==> src/rtl/player_bullet.sv <==
// rtl/player_bullet.sv - player projectile pool: spawn, upward motion, pixel overlay and enemy hit scoring
// A HIT slot stays drawn and parked until the next frame start so slower enemy logic can still sample the overlap.
module player_bullet #(
    parameter int          N_BULLETS    = 4,
    parameter logic [23:0] BULLET_SPEED = 24'd200000,
    parameter int          STEP         = 2,
    parameter logic [23:0] COOLDOWN     = 24'd5000000
) (
    input  logic       clk,
    input  logic       rst_n,
    input  logic       pause,
    input  logic       game_start_on,
    input  logic       game_over_on,
    input  logic       fire,
    input  logic [9:0] player_x,
    input  logic [9:0] player_y,
    input  logic [9:0] x,
    input  logic [9:0] y,
    input  logic       e_w_on,
    output logic       b_on,
    output logic       hit_w_enemy,
    output logic [7:0] rgb,
    output logic       score_pulse,
    output logic [3:0] active_count
);
    typedef enum logic [1:0] {FREE = 2'd0, FLY = 2'd1, HIT = 2'd2} slot_t;

    localparam logic [9:0] EXIT_Y  = 10'(31 + STEP);
    localparam logic [9:0] STEP_PX = 10'(STEP);

    slot_t                st      [N_BULLETS];
    slot_t                st_n    [N_BULLETS];
    logic [9:0]           bx      [N_BULLETS];
    logic [9:0]           bx_n    [N_BULLETS];
    logic [9:0]           by      [N_BULLETS];
    logic [9:0]           by_n    [N_BULLETS];
    logic [23:0]          cd, cd_n, mcnt, mcnt_n;
    logic                 fire_q, org_q;
    logic [N_BULLETS-1:0] cov, hit_oh, free_oh;
    logic                 hit_any, free_any, shot, flush, tick, at_org, frame_start;

    assign flush       = game_start_on | game_over_on;
    assign at_org      = (x == 10'd0) && (y == 10'd0);
    assign frame_start = at_org & ~org_q;
    assign tick        = (mcnt == 24'd0) & ~pause;

    always_comb begin
        cov = '0;
        for (int k = 0; k < N_BULLETS; k++) begin
            cov[k] = (st[k] != FREE)
                  && (x >= bx[k]) && ({1'b0, x} < ({1'b0, bx[k]} + 11'd2))
                  && (y >= by[k]) && ({1'b0, y} < ({1'b0, by[k]} + 11'd6));
        end
    end

    // Lowest index wins both for the scoring hit and for the spawn slot.
    always_comb begin
        hit_oh   = '0;
        free_oh  = '0;
        hit_any  = 1'b0;
        free_any = 1'b0;
        for (int k = 0; k < N_BULLETS; k++) begin
            if (!hit_any && cov[k] && (st[k] == FLY) && e_w_on && !pause && !flush) begin
                hit_oh[k] = 1'b1;
                hit_any   = 1'b1;
            end
            if (!free_any && (st[k] == FREE)) begin
                free_oh[k] = 1'b1;
                free_any   = 1'b1;
            end
        end
    end

    assign shot = fire & ~fire_q & (cd == 24'd0) & ~pause & ~flush & free_any;

    always_comb begin
        for (int k = 0; k < N_BULLETS; k++) begin
            st_n[k] = st[k];
            bx_n[k] = bx[k];
            by_n[k] = by[k];
            if (flush) begin
                st_n[k] = FREE;
            end else if (hit_oh[k]) begin
                st_n[k] = HIT;
            end else begin
                case (st[k])
                    FLY: begin
                        if (tick) begin
                            if (by[k] <= EXIT_Y) st_n[k] = FREE;
                            else                 by_n[k] = by[k] - STEP_PX;
                        end
                    end
                    HIT: begin
                        if (frame_start) st_n[k] = FREE;
                    end
                    FREE: begin
                        if (shot && free_oh[k]) begin
                            st_n[k] = FLY;
                            bx_n[k] = player_x + 10'd7;
                            by_n[k] = player_y - 10'd6;
                        end
                    end
                    default: st_n[k] = FREE;
                endcase
            end
        end
    end

    always_comb begin
        cd_n = cd;
        if (flush)                   cd_n = 24'd0;
        else if (shot)               cd_n = COOLDOWN;
        else if (cd != 24'd0 && !pause) cd_n = cd - 24'd1;

        mcnt_n = mcnt;
        if (!pause) mcnt_n = (mcnt >= BULLET_SPEED - 24'd1) ? 24'd0 : mcnt + 24'd1;
    end

    always_ff @(posedge clk or negedge rst_n) begin
        if (!rst_n) begin
            for (int k = 0; k < N_BULLETS; k++) begin
                st[k] <= FREE;
                bx[k] <= 10'd0;
                by[k] <= 10'd0;
            end
            cd          <= 24'd0;
            mcnt        <= 24'd0;
            fire_q      <= 1'b0;
            org_q       <= 1'b0;
            score_pulse <= 1'b0;
        end else begin
            for (int k = 0; k < N_BULLETS; k++) begin
                st[k] <= st_n[k];
                bx[k] <= bx_n[k];
                by[k] <= by_n[k];
            end
            cd          <= cd_n;
            mcnt        <= mcnt_n;
            fire_q      <= fire;
            org_q       <= at_org;
            score_pulse <= hit_any;
        end
    end

    always_comb begin
        active_count = 4'd0;
        for (int k = 0; k < N_BULLETS; k++) begin
            if (st[k] != FREE) active_count = active_count + 4'd1;
        end
    end

    assign b_on        = |cov;
    assign hit_w_enemy = b_on & ~pause;
    assign rgb         = b_on ? 8'b1111_1100 : 8'h00;
endmodule

==> config.mk <==
export PLATFORM = sky130hd
export DESIGN_NAME = player_bullet
export DESIGN_NICKNAME = d
export VERILOG_FILES = /design/src/rtl/player_bullet.sv
export SDC_FILE = /design/constraint.sdc
export NUM_CORES = 1
export LEC_CHECK = 0
export ABC_AREA = 1
export CORE_ASPECT_RATIO = 1.4
export CORE_MARGIN = 5
export CORE_UTILIZATION = 35
export DETAILED_ROUTE_END_ITERATION = 8
export GPL_ROUTABILITY_DRIVEN = 0
export SYNTH_ARGS = -nofsm -noshare
export SYNTH_HDL_FRONTEND = slang
export SYNTH_SLANG_ARGS = --single-unit
==> constraint.sdc <==
create_clock -name clk -period 4.8 [get_ports clk]
set_input_delay 0.96 -clock clk [delete_from_list [all_inputs] [get_ports clk]]
set_output_delay 0.96 -clock clk [all_outputs]
set_load 0.03 [all_outputs]
==> flow_summary_export.csv <==
group,metric,value,unit
pwr,p_per_area,337,nW/um^2
synthesis,seq_area_frac_synth,27.4,%
synthesis,synth_edf_count,0,
placed_design,hpwlAfterDp,29600,microns
setup_path,path_class,"in -> out",
synthesis,synth_warnings,0,
placed_design,port_buffers,58,
setup_path,crit_required,3840,ps
synthesis,syn_area,12700,sq um
sta,fmax,216,MHz
detailed_routing,routed_wl,37700,microns
sta,rsz0062_at_grt,"false",
finish,finish.utilization,40.4,%
finish,final_area,14500,sq um
detailed_routing,vias_per_cell,5.14,
hold_path,worstHoldStart,"mcnt[18]$_DFFE_PN0N_",
setup_path,slowest_delay,690,ps
pwr,p_leak,7.19,nW
synthesis,syn_inst,1775,
floorplan,die_w,171,microns
clock_tree,clk_latency,450,ps
clock_tree,cts_buffer_depth,2,
sta,tightest_slew,833,ps
detailed_routing,drc,0,
clock_tree,cts.reportedPaths.clkPinSlew,70,ps
setup_path,crit_slowest_cell,"clkdlybuf4s50_1",
sta,final-hold-violation-count,0,
clock_tree,clock-sinks,139,
floorplan,core-area,35900,sq um
synthesis,async_flop_share,100,%
sta,relSlewSlack,44.4,%
setup_path,end_kind,"output port",
setup_path,r2r_setup_slack,1160,ps
synthesis,yosys_most_used_dff,"dfrtp_1",
setup_path,critPathMaxFanout,9,
floorplan,die-area,40300,sq um
sta,fin_crit_sh,96.4,%
placed_design,post-place-cells,2292,
hold_path,worstHoldPathCells,2,
clock_tree,clockRootBuffer,"clkbuf_16",
finish,drive_gt1_share,6.98,%
setup_path,reg2reg_to,"by[8]$_DFFE_PN0P_",
setup_path,rr_startpoint,"bx[11]$_DFFE_PN0P_",
setup_path,crit_start,"x[7]",
floorplan,start_util,35.4,%
detailed_routing,wl_per_cell,16.2,microns
detailed_routing,postRouteAntennaNets,0,
clock_tree,cts_hold_buf,0,
synthesis,ys_ff_latch,139,
sta,drv_slew,0,
setup_path,arrival,3670,ps
finish,syn2layout_area_growth,14.1,%
sta,fin_crit,4630,ps
setup_path,path_cells,"clkdlybuf4s50_1, ha_1, nand2_1, nor2_1, nand3_1, nand4_1, nand2_1, nor2_1, nand3_1, inv_1, a31oi_1, a31oi_1, buf_4, buf_12",
setup_path,worst_r2r_path_depth,19,
clock_tree,cts_made_buffers,17,
detailed_routing,vias,11900,
clock_tree,postCtsSetupRepairBufs,0,
sta,fin_tns_setup,0,ps
placed_design,place_area,13900,sq um
clock_tree,cts_tree,"yes",
global_routing,grt_util_all_layers,18.8,%
setup_path,critPathLaunchType,"input pin",
job,cap_viol_max_count,0,
synthesis,synth_cell_type_count,62,
floorplan,fp.dieH,236,microns
sta,setup_violations,0,
global_routing,grt_start_max_net_pins,83,
global_routing,grt_pass1_wl,60500,microns
detailed_routing,dr.pass1.iters,5,
global_routing,grt_pass1_vias,11700,
run_status,outcome,"completed",
floorplan,rows,82,
pwr,ir_worst_vdd,0.183,mV
clock_tree,htree_levels,4,
hold_path,hold_class,"reg -> reg",
global_routing,overflow,0,
global_routing,antenna_found_initial,0,
synthesis,synth_area_per_cell,7.16,sq um
finish,fin_cells,2324,
sta,final.setup_skew,10.5,ps
finish,nNetsFinal,2067,
finish,diodes,0,
detailed_routing,drt_iter0_markers,655,
floorplan,ios,62,
hold_path,whs_endpoint,"mcnt[18]$_DFFE_PN0N_",
## per-layer routing
layer / global-route usage [%] / routed length [microns] / vias to the layer above
met3: 2.57 / 1280 / 66
met4: 6.87 / 1080 / 0
li1: - / - / 6012
met2: 33.5 / 19300 / 225
met5: 0 / 0 / -
met1: 22.8 / 16100 / 5642
## report_power, final
group	leakage (nW)	internal, mW	switching [mW]
clock network	0.294	0.791	0.589
logic	5.13	0.729	1.27
registers	1.76	1.34	0.170
total	7.19	2.86	2.03
## worst max-delay path by stage
stage                       end  slack (ps)  depth (start not counted)
finish              hit_w_enemy         170                         14
global route             rgb[3]           9                         17
CTS                      rgb[3]           9                         11
detailed placement       rgb[3]          60                         11
global placement           b_on         110                         11
floorplan                rgb[2]        1120                         17
## layout by cell type, fill, tap and decap left out, drive strengths merged, types with 6 or more instances in the layout
cell | Yosys | routed
nand2 | 397 | 397
inv | 250 | 257
nor2 | 179 | 179
ha | 171 | 171
o21ai | 154 | 154
dfrtp | 139 | 139
nand3 | 96 | 96
a21oi | 93 | 93
xor2 | 56 | 56
nor3 | 53 | 53
clkdlybuf4s50 | 0 | 48
nand4 | 38 | 38
buf | 17 | 37
clkbuf | 16 | 18
nor4 | 18 | 18
xnor2 | 12 | 12
o211ai | 12 | 12
nand3b | 11 | 11
clkinv | 5 | 9
a21o | 8 | 8
o21bai | 6 | 6
o21a | 6 | 6
or2 | 6 | 6
## through the flow
stage	power (mW)	worst slack, ps	hold slack, ps
after floorplan	2.96	1120	428
after global placement	3.47	110	441
after detailed placement	3.51	57.0	445
after CTS	4.92	9.41	463
after global routing	5.30	8.72	481
final	4.89	172	460
## kinds of logic (layout without fill, tap and decap cells)
group,Yosys count,after routing,share of synthesized area (%)
AND/OR/NAND/NOR,808,808,28.7
AO/OA/AOI/OAI,299,299,13.3
buffers and inverters,288,373,9.09
adder cells (fa/ha/maj),171,171,16.8
flip-flops,139,139,27.4
XOR/XNOR,68,68,4.68
other,1,3,0.0295
multiplexers,1,1,0.0787
## layout make-up
cell class / instances / area [sq um]
Clock buffer: 18 / 439
Clock inverter: 14 / 159
Fill cell: 3701 / 21400
Inverter: 255 / 960
Multi-Input combinational cell: 1350 / 8110
Sequential cell: 139 / 3480
Tap cell: 462 / 578
Timing Repair Buffer: 86 / 787
## state kept, by name (all words and copies together) (netlist names)
name         flops
score_pulse      1
fire_q           1
org_q            1
mcnt            24
bx              40
by              40
cd              24
st               8
## cell usage after synthesis, types with 3 or more instances
library cell  count  share of area [%]
nand2_1         391                 12
inv_1           247                7.3
ha_1            171                 17
nor2_1          162                4.8
o21ai_0         140                5.5
dfrtp_1         139                 27
a21oi_1          91                3.6
nand3_1          90                3.5
xor2_1           56                3.9
nor3_1           51                2.0
nand4_1          37                1.8
nor4_1           16               0.79
clkbuf_1         14               0.41
o211ai_1         12               0.71
xnor2_1          12               0.83
nand3b_1         10               0.59
nor2_2           10               0.49
o21ai_1          10               0.39
buf_4             9               0.53
a21o_1            8               0.47
nor2_4            6               0.53
o21a_1            6               0.35
o21bai_1          6               0.35
a31oi_1           5               0.25
nand2_2           5               0.25
nand3_2           5               0.39
or2_2             5               0.25
nor3b_1           4               0.24
o21ai_2           4               0.28
and3_1            3               0.15
buf_6             3               0.27
clkinv_1          3              0.089
inv_2             3              0.089
o22ai_1           3               0.15
## critical path, delay by kind of cell
family,cells,cell delay [ps]
simple gates,7,840
compound gates,2,310
buf+inv,4,1090
fa+ha+maj,1,460
## what timing repair did
item                                   CTS  global route
endpoints found under the hold margin    0             0
gates resized for setup                  0             5
setup endpoints to repair                0             8
(Power assumes the default switching activity.)
